<file path="config.mk">
export PLATFORM = sky130hd
export DESIGN_NAME = logic_unit_pipe
export DESIGN_NICKNAME = d
export VERILOG_FILES = /design/src/rtl/logic_unit_pkg.sv /design/src/rtl/logic_unit_core.sv /design/src/rtl/logic_unit_pipe.sv
export SDC_FILE = /design/constraint.sdc
export NUM_CORES = 1
export LEC_CHECK = 0
export CAP_MARGIN = 20
export CORE_ASPECT_RATIO = 0.75
export CORE_MARGIN = 10
export CORE_UTILIZATION = 38
export DETAILED_ROUTE_END_ITERATION = 8
export MAX_ROUTING_LAYER = met4
export PLACE_DENSITY = 0.62
export RECOVER_POWER = 50
export REMOVE_ABC_BUFFERS = 1
export SKIP_CTS_REPAIR_TIMING = 1
export SYNTH_ARGS = -nofsm -noshare
export SYNTH_HDL_FRONTEND = slang
export SYNTH_SLANG_ARGS = --single-unit
</file>
<file path="constraint.sdc">
create_clock -name clk -period 2.2 [get_ports clk]
set_clock_uncertainty 0.15 [all_clocks]
set_input_delay 0.44 -clock clk [delete_from_list [all_inputs] [get_ports clk]]
set_output_delay 0.44 -clock clk [all_outputs]
set_load 0.01 [all_outputs]
</file>
<file path="src/rtl/logic_unit_pkg.sv">
// logic_unit_pkg: opcode encoding shared by the logic unit pipeline and its core
package logic_unit_pkg;
  typedef enum logic [2:0] {
    OP_AND  = 3'd0,
    OP_OR   = 3'd1,
    OP_XOR  = 3'd2,
    OP_NAND = 3'd3,
    OP_NOR  = 3'd4,
    OP_XNOR = 3'd5,
    OP_NOT  = 3'd6,
    OP_PASS = 3'd7
  } op_t;
endpackage

</file>
<file path="src/rtl/logic_unit_core.sv">
// logic_unit_core: combinational bitwise function plus zero/ones/parity flags
module logic_unit_core
  import logic_unit_pkg::*;
#(
  parameter int WIDTH = 4
) (
  input  op_t              op_i,
  input  logic [WIDTH-1:0] a_i,
  input  logic [WIDTH-1:0] b_i,
  output logic [WIDTH-1:0] res_o,
  output logic             zero_o,
  output logic             ones_o,
  output logic             parity_o
);
  // select the bitwise operation; NOT and PASS ignore b
  always_comb begin
    res_o = a_i;
    case (op_i)
      OP_AND:  res_o = a_i & b_i;
      OP_OR:   res_o = a_i | b_i;
      OP_XOR:  res_o = a_i ^ b_i;
      OP_NAND: res_o = ~(a_i & b_i);
      OP_NOR:  res_o = ~(a_i | b_i);
      OP_XNOR: res_o = ~(a_i ^ b_i);
      OP_NOT:  res_o = ~a_i;
      OP_PASS: res_o = a_i;
      default: res_o = a_i;
    endcase
  end
  assign zero_o   = res_o == '0;
  assign ones_o   = &res_o;
  assign parity_o = ^res_o;
endmodule

</file>
<file path="src/rtl/logic_unit_pipe.sv">
// logic_unit_pipe: two-stage valid/ready bitwise logic unit with accumulator and op counter
module logic_unit_pipe
  import logic_unit_pkg::*;
#(
  parameter int WIDTH   = 4,
  parameter int COUNT_W = 8
) (
  input  logic               clk,
  input  logic               rst,
  input  logic               in_valid,
  output logic               in_ready,
  input  logic [WIDTH-1:0]   a,
  input  logic [WIDTH-1:0]   b,
  input  logic [2:0]         op,
  input  logic               acc_en,
  input  logic               acc_clr,
  output logic               out_valid,
  input  logic               out_ready,
  output logic [WIDTH-1:0]   result,
  output logic               zero,
  output logic               ones,
  output logic               parity,
  output logic [COUNT_W-1:0] op_count
);
  logic [WIDTH-1:0] acc_q, a_eff, f_res, s1_res_q;
  logic             f_zero, f_ones, f_par, s1_zero_q, s1_ones_q, s1_par_q, s1_valid_q;
  logic             s2_adv, s1_adv, accept;
  assign a_eff    = acc_clr ? '0 : (acc_en ? acc_q : a);
  assign s2_adv   = !out_valid || out_ready;
  assign s1_adv   = !s1_valid_q || s2_adv;
  assign in_ready = s1_adv;
  assign accept   = in_valid && s1_adv;
  logic_unit_core #(.WIDTH(WIDTH)) u_core (
    .op_i    (op_t'(op)),
    .a_i     (a_eff),
    .b_i     (b),
    .res_o   (f_res),
    .zero_o  (f_zero),
    .ones_o  (f_ones),
    .parity_o(f_par)
  );
  // stage 1 and accumulator: capture a new result on accept, drain when downstream moves
  always_ff @(posedge clk or posedge rst) begin
    if (rst) begin
      s1_valid_q <= 1'b0;
      s1_res_q   <= '0;
      s1_zero_q  <= 1'b0;
      s1_ones_q  <= 1'b0;
      s1_par_q   <= 1'b0;
      acc_q      <= '0;
    end else begin
      if (accept) begin
        s1_valid_q <= 1'b1;
        s1_res_q   <= f_res;
        s1_zero_q  <= f_zero;
        s1_ones_q  <= f_ones;
        s1_par_q   <= f_par;
      end else if (s1_adv) begin
        s1_valid_q <= 1'b0;
      end
      if (accept) acc_q <= f_res;
      else if (acc_clr) acc_q <= '0;
    end
  end
  // stage 2: output register; data only replaced by a valid bundle so flags of an empty stage hold
  always_ff @(posedge clk or posedge rst) begin
    if (rst) begin
      out_valid <= 1'b0;
      result    <= '0;
      zero      <= 1'b0;
      ones      <= 1'b0;
      parity    <= 1'b0;
    end else if (s2_adv) begin
      out_valid <= s1_valid_q;
      if (s1_valid_q) begin
        result <= s1_res_q;
        zero   <= s1_zero_q;
        ones   <= s1_ones_q;
        parity <= s1_par_q;
      end
    end
  end
  // count output handshakes, wrapping naturally
  always_ff @(posedge clk or posedge rst) begin
    if (rst) op_count <= '0;
    else if (out_valid && out_ready) op_count <= op_count + COUNT_W'(1);
  end
endmodule
</file>
==> run metrics <==
Syn Area/Cell=9.78 sq um; worst-case hold slack=0.329 ns; final wirelength=~4200 um; cells traversed along the worst timing path=mux2i_1 -> or2_4 -> ha_4 -> or2b_1 -> a21o_2 -> or4b_4 -> o211ai_4 -> ha_4 -> xnor2_2 -> o21ai_1; most common flop cell mapped by yosys=dfrtp_1; total via count in the routed design=roughly 1500; Synth-to-Final Area Change=50.8%; DIE AREA=between 7000 and 8000 sq um; number of slew-limit violations in the final report=0; Inst Count DP=286; sum of negative setup slack=-0.755 ns; Lkg Pwr=around 0.0012 uW; part of the Yosys area used for sequential elements=0.407; Tightest Pin Transition=a little under 0.7 ns; number of distinct library cells after synthesis=35; failing checks=setup timing; number of port buffers=33; number of fillers in the final layout=approximately 370; via count of the first global-routing pass=1549; number of iterations in the first detailed-routing pass=4; number of buffers inserted during clock tree synthesis=3; most repeated library cell on the critical path=ha_4; max-cap violations=0; clock-pin slew on the worst setup and hold paths=0.10 ns; Slew headroom=0.540; dominant cells by area after synthesis=dfrtp_1 (41%), ha_1 (9.4%), mux2_2 (5.2%), nand2_1 (4.1%), nand2b_1 (3.6%); Multi-input gate area=between 1000 and 1500 sq um; required time of the worst setup path=approximately 2.3 ns; share of final-layout standard cells stronger than drive strength 1=0.324; pwr/cell area=roughly 730 nW/um^2; commonest cells after routing, fill and taps aside=dfrtp_1 (28), buf_4 (24), clkdlybuf4s50_1 (22); element type at the critical path start=flip-flop; Synth top area share=0.407; RePlAce Congestion=0.837; register cell area after layout=between 700 and 800 sq um; clock tree from TritonCTS=yes; cell count after synthesis=approximately 180; first-pass GRT wire length=just under 7000 um; Pwr Total=around 1900 uW; class of the worst hold path=reg -> reg; async set-reset flop share out of synthesis=1.00; count of endpoints failing hold in the final timing report=0; maximum vdd drop=0.411 mV; post-route setup slack=-0.252 ns; endpoint arrival time on the critical path=2.51 ns; y dimension of the die=about 80 um; number of storage elements in the synthesis netlist=28; hpwl dp=3190 um; number of vias per cell after detailed routing=between 4 and 5; kind of critical path=reg -> reg; GR Util All Layers=0.106; post-synthesis instance area=around 1700 sq um; total number of clock tree sinks=28; H-tree levels=1; top achievable clock speed=0.408 GHz; die span in x=~98 um; DR WL/cell=around 14 um; Top delay family on crit path=simple AND/OR/NAND/NOR gates; Final period util=1.11; fin crit period=2.45 ns; endpoint class of the critical path=flip-flop; diodes inserted=0; library cell occupying the most area in the post-synthesis netlist=dfrtp_1; CP max stage cell=or4b_4; DRC violation count after routing=0; number of nets with antenna violations after detailed routing=0; initial drt markers=roughly 110; root buf cell=clkbuf_8; clock latency of the later-clocked register in the worst-skew pair=0.27 ns; number of flops mapped to enable cells by yosys=0; Final nets=approximately 270; antenna violations before repair=0; most frequent standard cell in the layout excluding fill and tap cells=dfrtp_1; CORE AREA=4410 sq um; Starting Density=0.390; unrepaired setup endpoints after global routing=yes; Final Non-Filler Cells=295; buffer depth of the longest clock path=2; final setup fails=5; final global-route overflow total=0; pin count of the biggest net entering global routing=29; CP Buf/Inv Count=0; peak fanout along the critical path=2; stage delay of the slowest cell on the critical path=between 0.4 and 0.5 ns; run status=finished, violations left; Yosys warning total=0; number of ports placed on the die boundary=34; number of cell rows=21
final timing paths:
kind / depth (start not counted) / startpoint / end / slack, ns
min reg2reg: 1 / op_count[7]$_DFFE_PP0P_ / op_count[7]$_DFFE_PP0P_ / 0.33
max in group asynchronous: 3 / rst / acc_q[3]$_DFFE_PP0P_ / 0.82
max: 10 / acc_q[3]$_DFFE_PP0P_ / s1_par_q$_DFFE_PP0P_ / -0.25
max reg2reg: 10 / acc_q[3]$_DFFE_PP0P_ / s1_par_q$_DFFE_PP0P_ / -0.25
min: 1 / op_count[7]$_DFFE_PP0P_ / op_count[7]$_DFFE_PP0P_ / 0.33
min in group asynchronous: 3 / rst / op_count[7]$_DFFE_PP0P_ / 0.64
final cells by class:
class	instances	area share
Sequential cell	28	0.270
Inverter	13	0.0198
Multi-Input combinational cell	127	0.419
Tap cell	57	0.0275
Clock buffer	3	0.0159
Clock inverter	1	0.0116
Timing Repair Buffer	66	0.237
cells by family after synthesis:
| kind of cell | synth area share |
|---|---|
| DFF | 0.407 |
| buffers and inverters | 0.0603 |
| adders and majority gates | 0.0945 |
| muxes | 0.0756 |
| and+or+nand+nor | 0.220 |
| xor gates and xnor gates | 0.0407 |
| AOI/OAI and AO/OA | 0.102 |
power breakdown:
part,switching (uW),internal [uW]
logic,315,449
registers,96.9,643
clock network,157,244
total,569,1340
metrics by stage:
stage / util / setup WS (ns) / area [sq um]
after floorplan: - / -0.419 / 1670
after global placement: 0.519 / -0.935 / 2290
after detailed placement: 0.519 / -0.974 / 2290
after CTS: 0.535 / -0.683 / 2360
after global routing: 0.588 / -0.352 / 2600
final: 0.588 / -0.252 / 2600
worst register-to-register path, delay by kind of cell (launching register included):
family	cells	cell delay (ns)
AO/OA/AOI/OAI	3	0.37
adder cells (fa/ha/maj)	2	0.45
flip-flops	1	0.37
AND/OR/NAND/NOR	3	0.86
multiplexers	1	0.07
XOR/XNOR	1	0.12
synthesized netlist by cell type, drive strengths merged (2+ instances only):
library cell  number
nor3b              8
or4                4
nand3              7
or3                3
dfrtp             28
nand2b            10
nor2               2
mux2               8
ha                13
or2                4
nand2             19
a21o               4
xor2               3
o21ai             15
mux2i              4
o211ai             4
inv               13
a21oi              5
nand4b             3
xnor2              5
buf                7
registers in the layout (all words and copies together) (netlist names), 4 cells and up:
register  flops
op_count      8
acc_q         4
s1_res_q      4
result        4
routing by layer:
layer  share of wire  wire length [um]  vias up  global-route usage
li1                -                 -      731                   -
met1            0.44              1870      713               0.121
met2            0.51              2170       26               0.183
met3           0.044               185        2              0.0297
met4          0.0038                16        0              0.0246
met5               0                 0        -                   -
No activity file was read; power rests on OpenSTA's default activity.
